--- src/rtl/palette_arbiter_pkg.sv ---
// Shared types and constants for the palette lookup arbiter: default colour
// table, RGB word type, FSM state encoding and a width helper.
package palette_pkg;

    localparam int DEF_CH_W = 4;
    localparam int RGB_W    = 3 * DEF_CH_W;
    localparam int PAL_N    = 16;

    typedef logic [RGB_W-1:0] rgb_t;
    typedef logic [5:0]       pal_addr_t;   // {bank[1:0], idx[3:0]} at default sizing

    typedef enum logic {
        INIT,
        RUN
    } fsm_t;

    // Loaded into every bank by the INIT sequencer; {red,green,blue}, red in MSBs.
    localparam rgb_t DEFAULT_PAL [PAL_N] = '{
        12'h000, 12'hFFF, 12'hF00, 12'h0F0,
        12'h00F, 12'hFF0, 12'h0FF, 12'hF0F,
        12'h888, 12'h444, 12'hF80, 12'h840,
        12'hFCA, 12'h08F, 12'h8F8, 12'hCCC
    };

    // Select/ID fields stay at least one bit wide even for a single bank.
    function automatic int clog2_min1(input int n);
        return (n <= 1) ? 1 : $clog2(n);
    endfunction

endpackage

--- src/rtl/palette_arbiter_if.sv ---
// Lookup, response and config bundle between sprite pipelines and the
// palette arbiter.
interface palette_if
    import palette_pkg::*;
#(
    parameter int NUM_REQ  = 4,
    parameter int NUM_BANK = 4,
    parameter int IDX_W    = 4,
    parameter int CH_W     = DEF_CH_W
);

    localparam int BANK_W = clog2_min1(NUM_BANK);
    localparam int ID_W   = clog2_min1(NUM_REQ);
    localparam int ADDR_W = BANK_W + IDX_W;
    localparam int PIX_W  = 3 * CH_W;

    logic [NUM_REQ-1:0]        req_valid;
    logic [NUM_REQ*BANK_W-1:0] req_bank;
    logic [NUM_REQ*IDX_W-1:0]  req_idx;
    logic [NUM_REQ-1:0]        req_ready;

    logic                      rsp_valid;
    logic [ID_W-1:0]           rsp_id;
    logic [PIX_W-1:0]          rsp_rgb;

    logic                      cfg_we;
    logic [ADDR_W-1:0]         cfg_addr;
    logic [PIX_W-1:0]          cfg_rgb;

    logic                      init_done;

    modport master (
        output req_valid, req_bank, req_idx, cfg_we, cfg_addr, cfg_rgb,
        input  req_ready, rsp_valid, rsp_id, rsp_rgb, init_done
    );

    modport slave (
        input  req_valid, req_bank, req_idx, cfg_we, cfg_addr, cfg_rgb,
        output req_ready, rsp_valid, rsp_id, rsp_rgb, init_done
    );

endinterface

--- src/rtl/palette_arbiter_rr_arbiter.sv ---
// Round-robin picker: first valid requester at or after ptr_i (wrapping)
// wins; returns a one-hot grant and its encoded index.
module rr_arbiter #(
    parameter int NUM_REQ = 4,
    parameter int ID_W    = 2
) (
    input  logic [NUM_REQ-1:0] valid_i,
    input  logic [ID_W-1:0]    ptr_i,
    output logic [NUM_REQ-1:0] grant_o,
    output logic [ID_W-1:0]    id_o,
    output logic               any_o
);

    logic            found_hi;
    logic [ID_W-1:0] pick_hi;
    logic            found_lo;
    logic [ID_W-1:0] pick_lo;

    // NOTE: every combinational output gets a default before any branch,
    // otherwise untaken paths would infer latches.
    always_comb begin
        found_hi = 1'b0;
        pick_hi  = '0;
        found_lo = 1'b0;
        pick_lo  = '0;
        // Descending scans leave the lowest matching index as the winner.
        for (int i = NUM_REQ - 1; i >= 0; i--) begin
            if (valid_i[i] && (ID_W'(i) >= ptr_i)) begin
                found_hi = 1'b1;
                pick_hi  = ID_W'(i);
            end
            if (valid_i[i] && (ID_W'(i) < ptr_i)) begin
                found_lo = 1'b1;
                pick_lo  = ID_W'(i);
            end
        end
    end

    always_comb begin
        any_o   = found_hi | found_lo;
        id_o    = found_hi ? pick_hi : pick_lo;
        grant_o = any_o ? (NUM_REQ'(1) << id_o) : '0;
    end

endmodule

--- src/rtl/palette_arbiter.sv ---
// Palette RAM shared by NUM_REQ sprite pipelines: default-load sequencer,
// round-robin lookup arbitration, 3-stage read pipeline and a config write port.
module palette_arbiter
    import palette_pkg::*;
#(
    parameter int NUM_REQ  = 4,
    parameter int NUM_BANK = 4,
    parameter int IDX_W    = 4,
    parameter int CH_W     = DEF_CH_W
) (
    input  logic     Clk,
    input  logic     Reset_n,
    palette_if.slave bus
);

    localparam int BANK_W = clog2_min1(NUM_BANK);
    localparam int ID_W   = clog2_min1(NUM_REQ);
    localparam int ADDR_W = BANK_W + IDX_W;
    localparam int PIX_W  = 3 * CH_W;
    localparam int DEPTH  = NUM_BANK * (2 ** IDX_W);

    localparam logic [ADDR_W-1:0] LAST_ADDR = ADDR_W'(DEPTH - 1);
    localparam logic [ADDR_W:0]   DEPTH_EXT = (ADDR_W + 1)'(DEPTH);
    localparam logic [ID_W-1:0]   LAST_ID   = ID_W'(NUM_REQ - 1);

    fsm_t              state_q, state_d;
    logic [ADDR_W-1:0] init_ptr_q, init_ptr_d;
    logic [ID_W-1:0]   rr_ptr_q, rr_ptr_d;
    logic              running;

    logic [NUM_REQ-1:0] arb_valid;
    logic [NUM_REQ-1:0] gnt;
    logic [ID_W-1:0]    gnt_id;
    logic               gnt_any;
    logic [BANK_W-1:0]  sel_bank;
    logic [IDX_W-1:0]   sel_idx;

    logic              s1_valid_q;
    logic [ID_W-1:0]   s1_id_q;
    logic [ADDR_W-1:0] s1_addr_q;
    logic              s2_valid_q;
    logic [ID_W-1:0]   s2_id_q;
    logic [PIX_W-1:0]  s2_rgb_q;
    logic              rsp_valid_q;
    logic [ID_W-1:0]   rsp_id_q;
    logic [PIX_W-1:0]  rsp_rgb_q;

    logic              wr_en;
    logic [ADDR_W-1:0] wr_addr;
    logic [PIX_W-1:0]  wr_data;
    logic [3:0]        pal_sel;
    logic [PIX_W-1:0]  ram_q [DEPTH];

    // ------------------------------------------------------------------
    // Default-load sequencer
    // ------------------------------------------------------------------
    always_comb begin
        state_d    = state_q;
        init_ptr_d = init_ptr_q;
        case (state_q)
            INIT: begin
                init_ptr_d = init_ptr_q + 1'b1;
                if (init_ptr_q == LAST_ADDR) begin
                    state_d    = RUN;
                    init_ptr_d = '0;
                end
            end
            RUN:     state_d = RUN;
            default: state_d = INIT;
        endcase
    end

    assign running = (state_q == RUN);

    // ------------------------------------------------------------------
    // Arbitration: no grants until the palette holds its defaults
    // ------------------------------------------------------------------
    assign arb_valid = running ? bus.req_valid : '0;

    rr_arbiter #(
        .NUM_REQ (NUM_REQ),
        .ID_W    (ID_W)
    ) u_rr_arbiter (
        .valid_i (arb_valid),
        .ptr_i   (rr_ptr_q),
        .grant_o (gnt),
        .id_o    (gnt_id),
        .any_o   (gnt_any)
    );

    always_comb begin
        sel_bank = '0;
        sel_idx  = '0;
        for (int i = 0; i < NUM_REQ; i++) begin
            if (gnt_id == ID_W'(i)) begin
                sel_bank = bus.req_bank[i*BANK_W +: BANK_W];
                sel_idx  = bus.req_idx[i*IDX_W +: IDX_W];
            end
        end
    end

    always_comb begin
        rr_ptr_d = rr_ptr_q;
        if (gnt_any) begin
            rr_ptr_d = (gnt_id == LAST_ID) ? '0 : gnt_id + 1'b1;
        end
    end

    // ------------------------------------------------------------------
    // Single RAM write port: sequencer during INIT, config port in RUN.
    // Config writes arriving during INIT are dropped, not queued.
    // ------------------------------------------------------------------
    always_comb begin
        pal_sel = 4'(init_ptr_q);
        wr_en   = 1'b0;
        wr_addr = init_ptr_q;
        wr_data = PIX_W'(DEFAULT_PAL[pal_sel]);
        if (!running) begin
            wr_en = 1'b1;
        end else if (bus.cfg_we && ({1'b0, bus.cfg_addr} < DEPTH_EXT)) begin
            wr_en   = 1'b1;
            wr_addr = bus.cfg_addr;
            wr_data = bus.cfg_rgb;
        end
    end

    // NOTE: the palette array and its read register carry no reset so they
    // map onto block RAM; INIT rewrites every entry after each reset anyway.
    // A read and a write to the same entry on one edge return the old word.
    always_ff @(posedge Clk) begin
        if (wr_en) begin
            ram_q[wr_addr] <= wr_data;
        end
        if ({1'b0, s1_addr_q} < DEPTH_EXT) begin
            s2_rgb_q <= ram_q[s1_addr_q];
        end else begin
            s2_rgb_q <= '0;
        end
    end

    // NOTE: state registers use non-blocking assignments so every flop
    // samples pre-edge values regardless of statement order.
    always_ff @(posedge Clk or negedge Reset_n) begin
        if (!Reset_n) begin
            state_q     <= INIT;
            init_ptr_q  <= '0;
            rr_ptr_q    <= '0;
            s1_valid_q  <= 1'b0;
            s1_id_q     <= '0;
            s1_addr_q   <= '0;
            s2_valid_q  <= 1'b0;
            s2_id_q     <= '0;
            rsp_valid_q <= 1'b0;
            rsp_id_q    <= '0;
            rsp_rgb_q   <= '0;
        end else begin
            state_q    <= state_d;
            init_ptr_q <= init_ptr_d;
            rr_ptr_q   <= rr_ptr_d;
            s1_valid_q <= gnt_any;
            if (gnt_any) begin
                s1_id_q   <= gnt_id;
                s1_addr_q <= {sel_bank, sel_idx};
            end
            s2_valid_q  <= s1_valid_q;
            s2_id_q     <= s1_id_q;
            rsp_valid_q <= s2_valid_q;
            // Response fields hold their last values on idle cycles.
            if (s2_valid_q) begin
                rsp_id_q  <= s2_id_q;
                rsp_rgb_q <= s2_rgb_q;
            end
        end
    end

    assign bus.req_ready = gnt;
    assign bus.rsp_valid = rsp_valid_q;
    assign bus.rsp_id    = rsp_id_q;
    assign bus.rsp_rgb   = rsp_rgb_q;
    assign bus.init_done = running;

    a_grant_onehot: assert property (@(posedge Clk) disable iff (!Reset_n)
        $onehot0(gnt));
    a_grant_on_valid: assert property (@(posedge Clk) disable iff (!Reset_n)
        ((gnt & ~bus.req_valid) == '0));

endmodule
--- src/flat_wrapper.sv ---
// flat-port wrapper written by rule: the top's interface ports become plain ports
module palette_arbiter_flat import palette_pkg::*;
#(
    parameter int NUM_REQ  = 4,
    parameter int NUM_BANK = 4,
    parameter int IDX_W    = 4,
    parameter int CH_W     = DEF_CH_W
)
  (Clk, Reset_n, bus_req_valid, bus_req_bank, bus_req_idx, bus_cfg_we, bus_cfg_addr, bus_cfg_rgb, bus_req_ready, bus_rsp_valid, bus_rsp_id, bus_rsp_rgb, bus_init_done);
  palette_if #(.NUM_REQ(NUM_REQ), .NUM_BANK(NUM_BANK), .IDX_W(IDX_W), .CH_W(CH_W)) bus_i ();
  input  logic Clk;
  input  logic Reset_n;
  input wire logic [$bits(bus_i.req_valid)-1:0] bus_req_valid;
  input wire logic [$bits(bus_i.req_bank)-1:0] bus_req_bank;
  input wire logic [$bits(bus_i.req_idx)-1:0] bus_req_idx;
  input wire logic [$bits(bus_i.cfg_we)-1:0] bus_cfg_we;
  input wire logic [$bits(bus_i.cfg_addr)-1:0] bus_cfg_addr;
  input wire logic [$bits(bus_i.cfg_rgb)-1:0] bus_cfg_rgb;
  output wire logic [$bits(bus_i.req_ready)-1:0] bus_req_ready;
  output wire logic [$bits(bus_i.rsp_valid)-1:0] bus_rsp_valid;
  output wire logic [$bits(bus_i.rsp_id)-1:0] bus_rsp_id;
  output wire logic [$bits(bus_i.rsp_rgb)-1:0] bus_rsp_rgb;
  output wire logic [$bits(bus_i.init_done)-1:0] bus_init_done;
  assign bus_i.req_valid = bus_req_valid;
  assign bus_i.req_bank = bus_req_bank;
  assign bus_i.req_idx = bus_req_idx;
  assign bus_i.cfg_we = bus_cfg_we;
  assign bus_i.cfg_addr = bus_cfg_addr;
  assign bus_i.cfg_rgb = bus_cfg_rgb;
  assign bus_req_ready = bus_i.req_ready;
  assign bus_rsp_valid = bus_i.rsp_valid;
  assign bus_rsp_id = bus_i.rsp_id;
  assign bus_rsp_rgb = bus_i.rsp_rgb;
  assign bus_init_done = bus_i.init_done;
  palette_arbiter #(.NUM_REQ(NUM_REQ), .NUM_BANK(NUM_BANK), .IDX_W(IDX_W), .CH_W(CH_W)) u_core (.Clk(Clk), .Reset_n(Reset_n), .bus(bus_i));
endmodule
--- config.mk ---
export PLATFORM = sky130hd
export DESIGN_NAME = palette_arbiter_flat
export DESIGN_NICKNAME = d
export VERILOG_FILES = /design/src/rtl/palette_arbiter_pkg.sv /design/src/rtl/palette_arbiter_if.sv /design/src/rtl/palette_arbiter_rr_arbiter.sv /design/src/rtl/palette_arbiter.sv /design/src/flat_wrapper.sv
export SDC_FILE = /design/constraint.sdc
export NUM_CORES = 1
export LEC_CHECK = 0
export BUFFER_PORTS_ARGS = -buffer_cell sky130_fd_sc_hd__buf_4
export CORE_MARGIN = 2
export CORE_UTILIZATION = 36
export CTS_CLUSTER_DIAMETER = 40
export DETAILED_ROUTE_END_ITERATION = 7
export GPL_ROUTABILITY_DRIVEN = 0
export PLACE_DENSITY = 0.49
export SYNTH_ARGS = -nofsm -noshare
export SYNTH_HDL_FRONTEND = slang
export SYNTH_HIERARCHICAL = 1
export SYNTH_SLANG_ARGS = --single-unit
export TNS_END_PERCENT = 20
--- constraint.sdc ---
create_clock -name Clk -period 6.5 [get_ports Clk]
set_input_delay 1.3 -clock Clk [delete_from_list [all_inputs] [get_ports Clk]]
set_output_delay 1.3 -clock Clk [all_outputs]
set_load 0.005 [all_outputs]
# Word level (Yosys, flattened, before mapping)
# Memories as Yosys holds them, arrays and structs flattened. A register that Yosys moved wholly into a read port is not among the register bits.
# Cells that the tools add are included.
# totals
inputBits	49
mem_count	2
ramBits	768
out_inout_bits	20
romBits	192
ff_bits	36
wordCells	82
# mem_list
memory	depth	word_bits	rd	rd_clocked_by_memory_dff	write_ports	line_no	rtl
u_core.ram_q	64	12	1	1	1	palette_arbiter.sv:52	logic [PIX_W-1:0] ram_q [DEPTH];
(no name shown)	16	12	1	0	0	palette_arbiter.sv:117	wr_data = PIX_W'(DEFAULT_PAL[pal_sel]);
# classes
n_mux	41
n_bitwise	3
reduce_logical	9
shifts	1
eq_ne	4
n_addsub	2
magnitude_cmp	9
# ops
cell	count
2-to-1 mux 12 bit	4
2-to-1 mux 2 bit	14
2-to-1 mux 4 bit	6
2-to-1 mux 6 bit	3
2-to-1 mux 1 bit	13
logical AND 1 bit	8
adder 6 x 1 -> 6 bit, second input constant	1
== test 6 bit, second input constant	1
greater-or-equal comparator 5 bit, second input constant	1
NOT 4 -> 5 bit	1
== test 2 bit, second input constant	2
greater-or-equal comparator 1 x 2 -> 1 bit, first input constant	2
greater-or-equal comparator 2 bit, first input constant	2
< comparator 1 x 2 -> 1 bit, first input constant	2
< comparator 2 bit, first input constant	2
left shift 1 x 2 -> 4 bit, first input constant	1
adder 2 x 1 -> 2 bit, second input constant	1
== test 2 x 1 -> 1 bit, second input constant	1
zero test 2 bit	1
one-hot mux 1 bit (2 select lines)	1
NOT 1 bit	1
OR 1 bit	1

# Longest topological paths before layout
# Gate-level depths: netlist of run 1.
# depth
word_depth	12
mapped_depth	12
mapped_depth_nobuf	11

# Cells and area by module
# The synthesis of run 1 kept the hierarchy.
# modules_own_cells
mod	instances	seq_area_each_um2	cells_each	area_per_inst_um2
palette_arbiter	1	24203.2	1566	31964.4
rr_arbiter	1	0.0	27	168.9

# Worst setup path before layout of run 1
# Ideal clock, no wire load.
# synth_path
kind	input-to-reg
start	input port bus_cfg_we
end	memory u_core/ram_q[0][10] in the netlist's numbering, data pin
path_buffers	2
arrival_time_ps	4389
setup_slack_ps	1409
path_stages	4
setup_time_ps	702
required_time_ps	5798
path_cell_list	and2_1 clkbuf_1 clkbuf_1 o21ai_0
# synth_between
elab_chain_len	2
# synth_lines
item	line_no	rtl
start: declaration	flat_wrapper.sv:16	input wire logic [$bits(bus_i.cfg_we)-1:0] bus_cfg_we;
2-to-1 mux 12 bit	palette_arbiter.sv:120	end else if (bus.cfg_we && ({1'b0, bus.cfg_addr} < DEPTH_EXT)) begin
2-to-1 mux 12 bit	palette_arbiter.sv:118	if (!running) begin
net u_core.wr_data[10]	palette_arbiter.sv:50	logic [PIX_W-1:0] wr_data;
end: declaration	palette_arbiter.sv:52	
# The timed path passes the listed nets, and every way through them passes these cells.

# Worst setup path after layout of run 1
# layout_path
start	register u_core.state_q, in the netlist u_core/bus.init_done
end	memory u_core/ram_q[1][7] in the netlist's numbering, enable pin
# layout_between
elab_chain_len	3
elab_cells_between_ends	4
cone_classes	mux (4)
# layout_lines
item	line_no	rtl
start: declaration	palette_arbiter.sv:26	fsm_t state_q, state_d;
start signal: assignment	palette_arbiter.sv:157	state_q <= state_d;
2-to-1 mux 1 bit	palette_arbiter.sv:118	
2-to-1 mux 1 bit	palette_arbiter.sv:131	if (wr_en) begin
2-to-1 mux 1 bit (not written as such)	palette_arbiter.sv:132	ram_q[wr_addr] <= wr_data;
# Several ways; a longest one is shown, not always the timed one.

==> impl_metrics.sql, run 1 <==
INSERT INTO impl_metrics (metric_group, metric, value, unit) VALUES
('layout', 'post-route-util', '0.428', ''),
('routing', 'wl_per_cell', '28.5', 'µm'),
('layout', 'multi_input_comb_area', '7540', 'µm²'),
('cts', 'cts.clk_slew.worst_paths', '60', 'ps'),
('sta', 'max_slew_margin', '0.148', ''),
('synth', 'synth_flop_cell', 'sky130_fd_sc_hd__edfxtp_1', ''),
('cts', 'cts_buffer_depth', '3', ''),
('synth', 'postSynthAreaPerCell', '20.2', 'µm²'),
('sta', 'fin_ws', '2570', 'ps'),
('worst_setup_path', 'cpLargestDelayFamily', 'simple AND/OR/NAND/NOR gates', ''),
('sta', 'grt_setup_unrepaired', 'no', ''),
('synth', 'synthDistinctLibCells', '55', ''),
('cts', 'cts_hold_repair.buffers', '0', ''),
('pwr', 'power.share.clock', '0.518', ''),
('pwr', 'p_int', '9.35', 'mW'),
('synth', 'postSynthRegisterBits', '816', ''),
('routing', 'drt_iter0_markers', '1717', ''),
('floorplanning', 'dieArea', '91700', 'µm²'),
('cts', 'cts.repair_timing.setup_buffer_count', '0', ''),
('worst_setup_path', 'worstSetupPathType', 'flip-flop to flip-flop', ''),
('sta', 'final_hold_fails', '0', ''),
('layout', 'area_growth', '17.7', '%'),
('routing', 'drc_errors', '0', ''),
('min_path', 'worst_hold_path_type', 'flip-flop to flip-flop', ''),
('placement', 'place_worst_setup_slack', '1810', 'ps'),
('layout', 'antenna-diode-count', '0', ''),
('placement', 'buffer_ports.inserted', '68', ''),
('worst_setup_path', 'worstPathBufferInverterCount', '0', ''),
('layout', 'layout_net_count', '1775', ''),
('run', 'cap_violations', '0', ''),
('floorplanning', 'floorplan.die.height', '303', 'µm'),
('routing', 'drt-vias-per-instance', '5.44', ''),
('synth', 'postSynthNetCount', '1651', ''),
('synth', 'synthesis.instances', '1593', ''),
('sta', 'setup-tns-final', '0', 'ps'),
('worst_setup_path', 'cp-end-kind', 'flip-flop', ''),
('worst_setup_path', 'cp.arrival', '4210', 'ps'),
('pwr', 'power_switching_share', '0.209', ''),
('pwr', 'pwr-share-seq', '0.479', ''),
('floorplanning', 'std_cell_core_area', '88400', 'µm²'),
('worst_setup_path', 'critical_path.cell_chain', 'nand2_1, o22ai_1, nand2_1, nor2_1', ''),
('worst_setup_path', 'path_common_cell', 'sky130_fd_sc_hd__nand2_1', ''),
('layout', 'drive_above_1_share', '0.293', ''),
('synth', 'adder_cell_share_of_the_synthesized_area', '0.00350', ''),
('sta', 'finalMaxSlewViolations', '0', ''),
('layout', 'regArea', '24200', 'µm²'),
('sta', 'post-route-period-util', '0.605', ''),
('placement', 'dpl.hpwl', '52.7', 'mm'),
('cts', 'master_cell_of_the_clock_root_buffer', 'sky130_fd_sc_hd__clkbuf_16', ''),
('grt', 'grt_first_pass_wirelength', '122', 'mm'),
('cts', 'total_cts_buffers', '113', ''),
('routing', 'final_antenna_net_count', '0', ''),
('synth', 'yosysSeqAreaShare', '0.753', ''),
('synth', 'synth_compound_gate_area_share', '0.0359', ''),
('sta', 'period_minus_slack', '3930', 'ps'),
('sta', 'max_freq', '254', 'MHz'),
('grt', 'antenna_found_initial', '2', ''),
('synth', 'synthMuxAreaShare', '0.160', ''),
('sta', 'finalClockSkew', '34.0', 'ps'),
('cts', 'clock_sink_count', '816', ''),
('synth', 'synth_xor_xnor_area_share', '0.000545', ''),
('cts', 'cts.htree.levels', '3', ''),
('cts', 'clock_insertion_delay_worst_skew', '680', 'ps'),
('sta', 'final-setup-viol-count', '0', ''),
('pwr', 'combPwrFrac', '0.003', ''),
('grt', 'pin_count_of_the_biggest_net_entering_global_routing', '74', ''),
('synth', 'async_reset_ff_frac', '0.0441', ''),
('run_status', 'outcome', 'finished, final reports clean', ''),
('routing', 'routed-via-count', '16200', ''),
('worst_setup_path', 'critical_path_required', '6780', 'ps'),
('routing', 'detail_route.wirelength', '84.7', 'mm');
==> final timing paths <==
path / start / end / slack (ps) / cells past startpoint
max in group asynchronous: Reset_n / u_core/s1_addr_q[0] / 5430 / 1
setup / recovery: u_core/bus.init_done / u_core/ram_q[1][7] / 2570 / 4
hold reg to reg: u_core/s1_valid_q / u_core/s2_valid_q / 360 / 0
hold / removal: u_core/s1_valid_q / u_core/s2_valid_q / 360 / 0
setup reg to reg: u_core/bus.init_done / u_core/ram_q[1][7] / 2570 / 4
min in group asynchronous: Reset_n / u_core/init_ptr_q[1] / 610 / 1
==> Yosys cell counts (17+ instances only) <==
master	instances	area share
sky130_fd_sc_hd__edfxtp_1	768	0.72
sky130_fd_sc_hd__mux4_2	190	0.13
sky130_fd_sc_hd__nor2_1	107	0.012
sky130_fd_sc_hd__a21oi_1	55	0.0086
sky130_fd_sc_hd__mux2i_1	46	0.014
sky130_fd_sc_hd__o21ai_0	44	0.0069
sky130_fd_sc_hd__nand2_1	43	0.0050
sky130_fd_sc_hd__dfrtp_1	36	0.028
sky130_fd_sc_hd__clkbuf_1	35	0.0041
sky130_fd_sc_hd__nor2b_1	27	0.0053
sky130_fd_sc_hd__mux2_2	24	0.0084
sky130_fd_sc_hd__buf_2	22	0.0034
sky130_fd_sc_hd__a211oi_1	20	0.0047
sky130_fd_sc_hd__buf_4	17	0.0040
==> state kept, by name (all words and copies together) (netlist names) <==
name,cells
u_core/bus.rsp_rgb,12
u_core/s1_addr_q,6
u_core/init_ptr_q,6
u_core/s2_rgb_q,12
u_core/bus.rsp_valid,1
u_core/rr_ptr_q,2
u_core/s1_id_q,2
u_core/ram_q,768
u_core/bus.init_done,1
u_core/s2_valid_q,1
u_core/s2_id_q,2
u_core/s1_valid_q,1
u_core/bus.rsp_id,2
==> layout make-up <==
type                    count  share of cell area
well taps                1165              0.0385
multi-input cells         686               0.199
inverters                   7            0.000694
repair buffers             93              0.0194
flip-flops and latches    816               0.640
clock buffers             118              0.0752
clock inverters            93              0.0267
==> placed cells by master, fill, tap and decap left out, drive strengths merged, types with 2 or more instances in the layout <==
master | Yosys | routed
nor3 | 13 | 13
mux2i | 46 | 46
o2111ai | 5 | 5
a211oi | 21 | 21
buf | 49 | 93
a21oi | 55 | 55
inv | 7 | 29
nand3 | 12 | 12
clkbuf | 35 | 118
mux2 | 24 | 24
a221oi | 6 | 6
a21o | 3 | 3
nor2b | 27 | 27
edfxtp | 768 | 768
nand2b | 12 | 12
o21a | 9 | 9
o22ai | 5 | 5
o31ai | 4 | 4
mux4 | 195 | 195
clkinvlp | 0 | 12
dfrtp | 36 | 36
dfxtp | 12 | 12
o221ai | 7 | 7
and2 | 6 | 6
o21ai | 47 | 47
or3 | 2 | 2
a311oi | 4 | 4
o21bai | 2 | 2
nand2 | 43 | 43
nand3b | 6 | 6
bufinv | 0 | 10
ha | 9 | 9
clkinv | 0 | 49
nor2 | 107 | 107
==> worst register-to-register path, delay by kind of cell (launching register included) <==
family           cells  cell delay [ps]
AND/OR/NAND/NOR      3             2350
flip-flops           1              580
AO/OA/AOI/OAI        1              580
==> power by group through the flow <==
stage | clock network [mW] | registers [mW] | logic, mW
after detailed placement | 0 | 5.77 | 0.0360
after global placement | 0 | 5.77 | 0.0357
final | 6.13 | 5.66 | 0.0353
after floorplan | 0 | 5.77 | 0.00386
after global routing | 6.47 | 5.66 | 0.0388
after CTS | 6.26 | 5.66 | 0.0362
==> metrics by stage <==
step           std cells  area (µm²)  hold slack (ps)  power, mW
2_1_floorplan       1593       32100              331       5.78
3_3_place_gp        2767       34000              332       5.81
3_5_place_dp        2767       34000              337       5.81
4_1_cts             2978       37800              360       12.0
5_1_grt             2978       37800              364       12.2
6_report            2978       37800              359       11.8
==> metal layers <==
| layer | part of all wire | vias to the layer above | track usage |
|---|---|---|---|
| li1 | - | 6853 | - |
| met1 | 0.46 | 8735 | 0.276 |
| met2 | 0.47 | 524 | 0.288 |
| met3 | 0.058 | 98 | 0.0297 |
| met4 | 0.019 | 0 | 0.0494 |
| met5 | 0 | - | 0 |
==> cells by family after synthesis <==
group                      Yosys count
AOI/OAI and AO/OA                  181
xor gates and xnor gates             2
adders and majority gates            9
buffers and inverters               91
DFF                                816
muxes                              265
and+or+nand+nor                    229
Power figures use the tool's default switching activity.
==> inputs of run 2 (changes only) <==
- ABC_AREA: unset -> 1
- clock period: 6.5 -> 3.95 ns (I/O delays scaled with it)
==> impl_metrics.sql, run 2 <==
INSERT INTO impl_metrics (metric_group, metric, value, unit) VALUES
('run_status', 'outcome', 'finished, final reports clean', ''),
('sta', 'max_slew_margin', '0.238', ''),
('cts', 'clock_insertion_delay_worst_skew', '670', 'ps'),
('routing', 'drc_errors', '0', ''),
('sta', 'tightest_slew', '1130', 'ps'),
('synth', 'synth_enable_flop_cells', '768', ''),
('synth', 'postSynthAreaPerCell', '11.5', 'µm²'),
('worst_setup_path', 'crit_fanout', '21', ''),
('layout', 'multi_input_comb_area', '8500', 'µm²'),
('cts', 'clock_sink_count', '816', ''),
('synth', 'synth_most_common_cell', 'sky130_fd_sc_hd__nand2_1', ''),
('synth', 'yosysWarningCount', '6', ''),
('worst_setup_path', 'critical_path_required', '3160', 'ps'),
('cts', 'master_cell_of_the_clock_root_buffer', 'sky130_fd_sc_hd__clkbuf_16', ''),
('synth', 'yosysSeqAreaShare', '0.720', ''),
('placement', 'numPlacedInstances', '4183', ''),
('floorplanning', 'io-pin-count', '69', ''),
('worst_setup_path', 'cp.arrival', '2390', 'ps'),
('grt', 'pin_count_of_the_biggest_net_entering_global_routing', '160', ''),
('layout', 'area_growth', '19.6', '%'),
('floorplanning', 'floorplan.die.height', '309', 'µm'),
('sta', 'period_minus_slack', '3180', 'ps'),
('cts', 'cts_resized', '0', ''),
('worst_setup_path', 'cp-end-kind', 'output pin', ''),
('synth', 'yosysTopAreaCellShare', '0.687', ''),
('run', 'cap_violations', '0', ''),
('cts', 'cts.htree.levels', '3', ''),
('layout', 'fillers', '8590', ''),
('floorplanning', 'die-width', '309', 'µm'),
('pwr', 'maximum_resistive_drop_on_vdd', '0.344', 'mV'),
('routing', 'wl_per_cell', '21.1', 'µm'),
('worst_setup_path', 'setup.worst_path.start_class', 'flip-flop', ''),
('cts', 'tritoncts_clock_tree', 'built', ''),
('sta', 'grt_setup_unrepaired', 'no', ''),
('synth', 'synth.area.top_cells', 'sky130_fd_sc_hd__edfxtp_1 (69%), sky130_fd_sc_hd__nand2_1 (11%), sky130_fd_sc_hd__nand3_1 (9.9%)', ''),
('sta', 'post-route-period-util', '0.805', ''),
('cts', 'cts.repair_timing.setup_buffer_count', '0', ''),
('cts', 'cts_buffer_depth', '3', ''),
('synth', 'synth_flop_cell', 'sky130_fd_sc_hd__edfxtp_1', ''),
('floorplanning', 'start_util', '0.362', ''),
('cts', 'total_cts_buffers', '120', ''),
('grt', 'grt-ovfl-total', '0', ''),
('grt', 'overall_global_routing_usage', '0.195', ''),
('layout', 'drive_above_1_share', '0.147', ''),
('cts', 'cts_hold_repair.buffers', '0', ''),
('synth', 'synth.top_cells.by_count', 'sky130_fd_sc_hd__nand2_1 (1019), sky130_fd_sc_hd__edfxtp_1 (768), sky130_fd_sc_hd__nand3_1 (664)', ''),
('floorplanning', 'std_cell_core_area', '92900', 'µm²'),
('sta', 'max_freq', '314', 'MHz'),
('placement', 'buffer_ports.inserted', '68', ''),
('synth', 'synthesis.area', '33600', 'µm²'),
('layout', 'layout_net_count', '3109', ''),
('routing', 'final_antenna_net_count', '0', ''),
('routing', 'routed-via-count', '22400', ''),
('sta', 'finalMaxSlewViolations', '0', ''),
('sta', 'final-setup-viol-count', '0', ''),
('layout', 'non_filler_cells_final', '4413', ''),
('layout', 'largest_reg_flops', '768', ''),
('pwr', 'report.power.total', '20.1', 'mW'),
('grt', 'grt_first_pass_wirelength', '140', 'mm'),
('sta', 'finalClockSkew', '17.6', 'ps'),
('pwr', 'cellPowerDensity', '500', 'nW/µm²'),
('grt', 'first_global_vias', '22200', ''),
('synth', 'postSynthNetCount', '2979', ''),
('placement', 'dpl.hpwl', '56.0', 'mm'),
('routing', 'drt_iter0_markers', '2053', ''),
('synth', 'synthDistinctLibCells', '36', ''),
('synth', 'synthDominantAreaCellType', 'sky130_fd_sc_hd__edfxtp_1', ''),
('routing', 'drt-vias-per-instance', '5.08', ''),
('cts', 'cts.clk_slew.worst_paths', '50', 'ps'),
('worst_setup_path', 'worstSetupPathType', 'flip-flop to output pin', ''),
('routing', 'detail_route.first_pass.iterations', '5', ''),
('sta', 'setup-tns-final', '0', 'ps'),
('synth', 'postSynthRegisterBits', '816', ''),
('layout', 'regArea', '24200', 'µm²'),
('floorplanning', 'floorplan.rows', '112', ''),
('sta', 'final_hold_fails', '0', ''),
('routing', 'detail_route.wirelength', '93.2', 'mm'),
('layout', 'most_common_cell_after_layout_fill_and_taps_aside', 'sky130_fd_sc_hd__nand2_1', ''),
('layout', 'antenna-diode-count', '0', ''),
('layout', 'commonest_non_fill_non_tap_cells_in_the_layout', 'sky130_fd_sc_hd__nand2_1 (1019), sky130_fd_sc_hd__edfxtp_1 (768), sky130_fd_sc_hd__nand3_1 (664), sky130_fd_sc_hd__buf_4 (165), sky130_fd_sc_hd__clkbuf_16 (122)', ''),
('pwr', 'leakagePower', '14.6', 'nW'),
('sta', 'holdWs', '102', 'ps'),
('grt', 'antenna_found_initial', '1', ''),
('layout', 'register_with_the_most_flip_flops', 'u_core/ram_q', ''),
('min_path', 'worst_hold_path_type', 'input port to async pin', ''),
('synth', 'async_reset_ff_frac', '0.0441', ''),
('floorplanning', 'dieArea', '95800', 'µm²'),
('synth', 'synthesis.instances', '2921', '');
[run 2: critical path: stages, from the launching register on]
cell,delay [ps]
sky130_fd_sc_hd__dfrtp_1,580
sky130_fd_sc_hd__nand2_1,90
sky130_fd_sc_hd__inv_1,150
sky130_fd_sc_hd__inv_1,90
sky130_fd_sc_hd__nor2_4,120
sky130_fd_sc_hd__a21oi_1,50
sky130_fd_sc_hd__nand2_1,70
sky130_fd_sc_hd__buf_4,230
sky130_fd_sc_hd__nand3_1,90
sky130_fd_sc_hd__nor2_1,100
sky130_fd_sc_hd__buf_4,120
[run 2: report_power, final]
part	internal, mW	switching, mW
clock network	6.63	4.09
registers	9.32	0
logic	0.0324	0.0224
[run 2: final cells by class]
cell class | count | area share
Tap cell | 1254 | 0.0390
Inverter | 51 | 0.00511
Multi-Input combinational cell | 1881 | 0.211
Clock inverter | 93 | 0.0251
Timing Repair Buffer | 181 | 0.0388
Clock buffer | 137 | 0.0779
Sequential cell | 816 | 0.603
[run 2: routing by layer]
metal	global-route usage	vias to the layer above	routed length, µm
li1	-	10500	-
met3	0.0322	159	5060
met5	0	-	13
met2	0.310	652	43300
met4	0.0657	2	2720
met1	0.273	11100	42200
[run 2: logic make-up (layout without fill, tap and decap cells)]
kind of cell,Yosys count,after routing,synth area share
and+or+nand+nor,1798,1798,0.230
adders and majority gates,9,9,0.00335
muxes,15,15,0.00503
buffers and inverters,224,462,0.0301
xor gates and xnor gates,3,3,0.000782
DFF,816,816,0.720
AOI/OAI and AO/OA,56,56,0.0106
[run 2: path summary, 6_finish.rpt]
check                                      from  slack, ps  cells after the start             endpoint
hold reg to reg               u_core/s1_valid_q        350                      0    u_core/s2_valid_q
setup / recovery           u_core/bus.init_done        770                     10     bus_req_ready[0]
min in group Clk              u_core/s1_valid_q        350                      0    u_core/s2_valid_q
setup reg to reg           u_core/init_ptr_q[0]       1080                      9  u_core/ram_q[18][4]
hold / removal                          Reset_n        100                      1    u_core/s1_id_q[0]
max in group asynchronous               Reset_n       3410                      1  u_core/s1_addr_q[2]
[run 2: stage by stage]
| stage | worst slack (ps) | utilization | cell area (µm²) |
|---|---|---|---|
| detailed placement | 902 | 0.388 | 36000 |
| CTS | 699 | 0.432 | 40200 |
| floorplan | 293 | - | 33600 |
| global placement | 937 | 0.388 | 36000 |
| finish | 770 | 0.432 | 40200 |
| global route | 560 | 0.432 | 40200 |
==> inputs of run 3 (changes only) <==
- PLACE_DENSITY: 0.49 -> 0.5
- clock period: 3.95 -> 2.7 ns (I/O delays scaled with it)
==> impl_metrics.sql, run 3 (same netlist as run 2, synthesis figures left out) <==
INSERT INTO impl_metrics (metric_group, metric, value, unit) VALUES
('worst_setup_path', 'critical_path.cell_chain', 'buf_6, nand2_1, inv_2, inv_1, nor2_4, nand3_2, a21oi_4, inv_2, nor2_2, buf_4', ''),
('floorplanning', 'floorplan.rows', '112', ''),
('sta', 'period_minus_slack', '2570', 'ps'),
('cts', 'tritoncts_clock_tree', 'built', ''),
('grt', 'grt_first_pass_wirelength', '144', 'mm'),
('sta', 'final-setup-viol-count', '0', ''),
('worst_setup_path', 'slowest_cell_on_the_critical_path', 'sky130_fd_sc_hd__dfrtp_1', ''),
('min_path', 'worstHoldPathCells', '3', ''),
('layout', 'post-route-util', '0.444', ''),
('layout', 'layout_net_count', '3164', ''),
('cts', 'master_cell_of_the_clock_root_buffer', 'sky130_fd_sc_hd__clkbuf_16', ''),
('worst_setup_path', 'worstPathBufferInverterCount', '5', ''),
('min_path', 'worst_hold_path_type', 'input port to flip-flop', ''),
('placement', 'buffer_ports.inserted', '68', ''),
('routing', 'final_antenna_net_count', '0', ''),
('floorplanning', 'dieArea', '95800', 'µm²'),
('routing', 'drc_errors', '0', ''),
('layout', 'most_common_cell_after_layout_fill_and_taps_aside', 'sky130_fd_sc_hd__nand2_1', ''),
('floorplanning', 'die-width', '309', 'µm'),
('sta', 'post-route-period-util', '0.953', ''),
('placement', 'place_worst_setup_slack', '25.2', 'ps'),
('worst_setup_path', 'worst_r2r_endpoint', 'u_core/ram_q[30][10]', ''),
('worst_setup_path', 'path_common_cell', 'sky130_fd_sc_hd__inv_2', ''),
('cts', 'cts.htree.levels', '3', ''),
('floorplanning', 'std_cell_core_area', '92900', 'µm²'),
('pwr', 'maximum_resistive_drop_on_vdd', '0.550', 'mV'),
('routing', 'wl_per_cell', '22.2', 'µm'),
('run', 'cap_violations', '0', ''),
('worst_setup_path', 'cp-end-kind', 'output pin', ''),
('sta', 'finalClockSkew', '26.7', 'ps'),
('worst_setup_path', 'timing.rr.start', 'u_core/bus.init_done', ''),
('cts', 'total_cts_buffers', '118', ''),
('pwr', 'leakagePower', '15.2', 'nW'),
('grt', 'antenna_found_initial', '3', ''),
('pwr', 'cellPowerDensity', '720', 'nW/µm²'),
('layout', 'register_with_the_most_flip_flops', 'u_core/ram_q', ''),
('worst_setup_path', 'worstSetupPathType', 'flip-flop to output pin', ''),
('sta', 'fin_ws', '128', 'ps'),
('worst_setup_path', 'worst_reg_to_reg_setup_slack', '230', 'ps'),
('layout', 'largest_reg_flops', '768', ''),
('floorplanning', 'floorplan.die.height', '309', 'µm'),
('sta', 'setup-tns-final', '0', 'ps'),
('layout', 'drive_above_1_share', '0.160', ''),
('sta', 'grt_setup_unrepaired', 'yes', ''),
('worst_setup_path', 'critical_path.max_stage_delay', '360', 'ps'),
('worst_setup_path', 'cpLargestDelayFamily', 'buffers and inverters', ''),
('sta', 'tightest_slew', '834', 'ps'),
('layout', 'area_growth', '22.7', '%'),
('floorplanning', 'io-pin-count', '69', ''),
('placement', 'dpl.hpwl', '62.4', 'mm'),
('run_status', 'outcome', 'finished, final reports clean', ''),
('grt', 'first_global_vias', '22400', ''),
('worst_setup_path', 'crit_fanout', '9', ''),
('sta', 'final_hold_fails', '0', ''),
('grt', 'overall_global_routing_usage', '0.205', ''),
('routing', 'routed-via-count', '23000', ''),
('min_path', 'worst_hold_path.endpoint', 'u_core/s1_addr_q[4]', ''),
('cts', 'cts.clk_slew.worst_paths', '50', 'ps'),
('cts', 'cts_buffer_depth', '3', ''),
('routing', 'drt-vias-per-instance', '5.14', ''),
('routing', 'detail_route.first_pass.iterations', '5', ''),
('layout', 'antenna-diode-count', '0', ''),
('routing', 'detail_route.wirelength', '99.0', 'mm'),
('worst_setup_path', 'worst-r2r-cell-count', '7', ''),
('sta', 'max_slew_margin', '0.444', ''),
('sta', 'finalMaxSlewViolations', '0', ''),
('placement', 'numPlacedInstances', '4233', ''),
('layout', 'commonest_non_fill_non_tap_cells_in_the_layout', 'sky130_fd_sc_hd__nand2_1 (1019), sky130_fd_sc_hd__edfxtp_1 (768), sky130_fd_sc_hd__nand3_1 (664), sky130_fd_sc_hd__buf_4 (178), sky130_fd_sc_hd__clkbuf_16 (125)', ''),
('floorplanning', 'start_util', '0.362', ''),
('cts', 'clock_sink_count', '816', ''),
('worst_setup_path', 'critical_path_required', '2160', 'ps'),
('sta', 'holdWs', '119', 'ps'),
('layout', 'non_filler_cells_final', '4464', ''),
('worst_setup_path', 'cp.arrival', '2030', 'ps'),
('grt', 'pin_count_of_the_biggest_net_entering_global_routing', '97', ''),
('min_path', 'worstHoldStart', 'bus_req_bank[6]', ''),
('cts', 'clock_insertion_delay_worst_skew', '670', 'ps'),
('routing', 'drt_iter0_markers', '2276', ''),
('worst_setup_path', 'setup.worst_path.start_class', 'flip-flop', ''),
('sta', 'max_freq', '389', 'MHz'),
('grt', 'grt-ovfl-total', '0', '');
run 3: cell types whose count changed in the layout (fill, tap and decap cells not counted), sizes merged:
cell,before,now
buf,181,237
clkinvlp,16,10
clkinv,42,38
bufinv,13,16
clkbuf,137,140
inv,73,71
dlygate4sd3,0,1
run 3: cell type report:
| class | count | area [µm²] |
|---|---|---|
| Clock buffer | 140 | 3220 |
| Clock inverter | 84 | 977 |
| Fill cell | 8537 | 51700 |
| Inverter | 51 | 205 |
| Multi-Input combinational cell | 1881 | 8510 |
| Sequential cell | 816 | 24200 |
| Tap cell | 1254 | 1570 |
| Timing Repair Buffer | 238 | 2520 |
run 3: per-stage QoR:
stage / power, mW / cell area [µm²]
detailed placement: 14.0 / 36900
global placement: 14.0 / 36900
global route: 30.5 / 41200
floorplan: 13.9 / 33600
finish: 29.7 / 41200
CTS: 29.9 / 41200
run 3: metal layers:
| metal | wire length [µm] | GRT usage |
|---|---|---|
| met1 | 42400 | 0.281 |
| met2 | 47400 | 0.338 |
| met3 | 6450 | 0.0277 |
| met4 | 2750 | 0.0664 |
| met5 | 13 | 0 |
run 3: power breakdown:
group	total [mW]	internal, mW	switching [mW]
Combinational	0.0791	0.0482	0.0309
Clock	15.9	10.1	5.80
Sequential	13.6	13.6	0
Total	29.7	23.8	5.83
run 3: what timing repair did:
| item | in CTS | in global routing |
|---|---|---|
| hold endpoints to repair | 36 | 0 |
| gates resized for setup | 1 | 5 |
| endpoints found under the setup margin | 4 | 3 |
| pin swaps | 1 | 2 |
| hold buffers | 1 | 0 |
| setup buffers | 2 | 4 |
| gates cloned | 0 | 0 |
run 3: how the worst max path moves through the flow:
stage	from	endpoint	cells past startpoint
after floorplan	u_core/init_ptr_q[0]	u_core/ram_q[0][10]	8
final	u_core/bus.init_done	bus_req_ready[3]	10
after global placement	bus_cfg_we	u_core/ram_q[4][10]	8
after global routing	u_core/bus.init_done	bus_req_ready[3]	10
after CTS	u_core/bus.init_done	bus_req_ready[3]	11
after detailed placement	bus_cfg_we	u_core/ram_q[4][0]	8
run 3: worst min-delay path: cells and delay by family:
| family | cells | cell delay, ps |
|---|---|---|
| AO/OA/AOI/OAI | 1 | 70 |
| buffers and inverters | 1 | 80 |
| AND/OR/NAND/NOR | 1 | 50 |
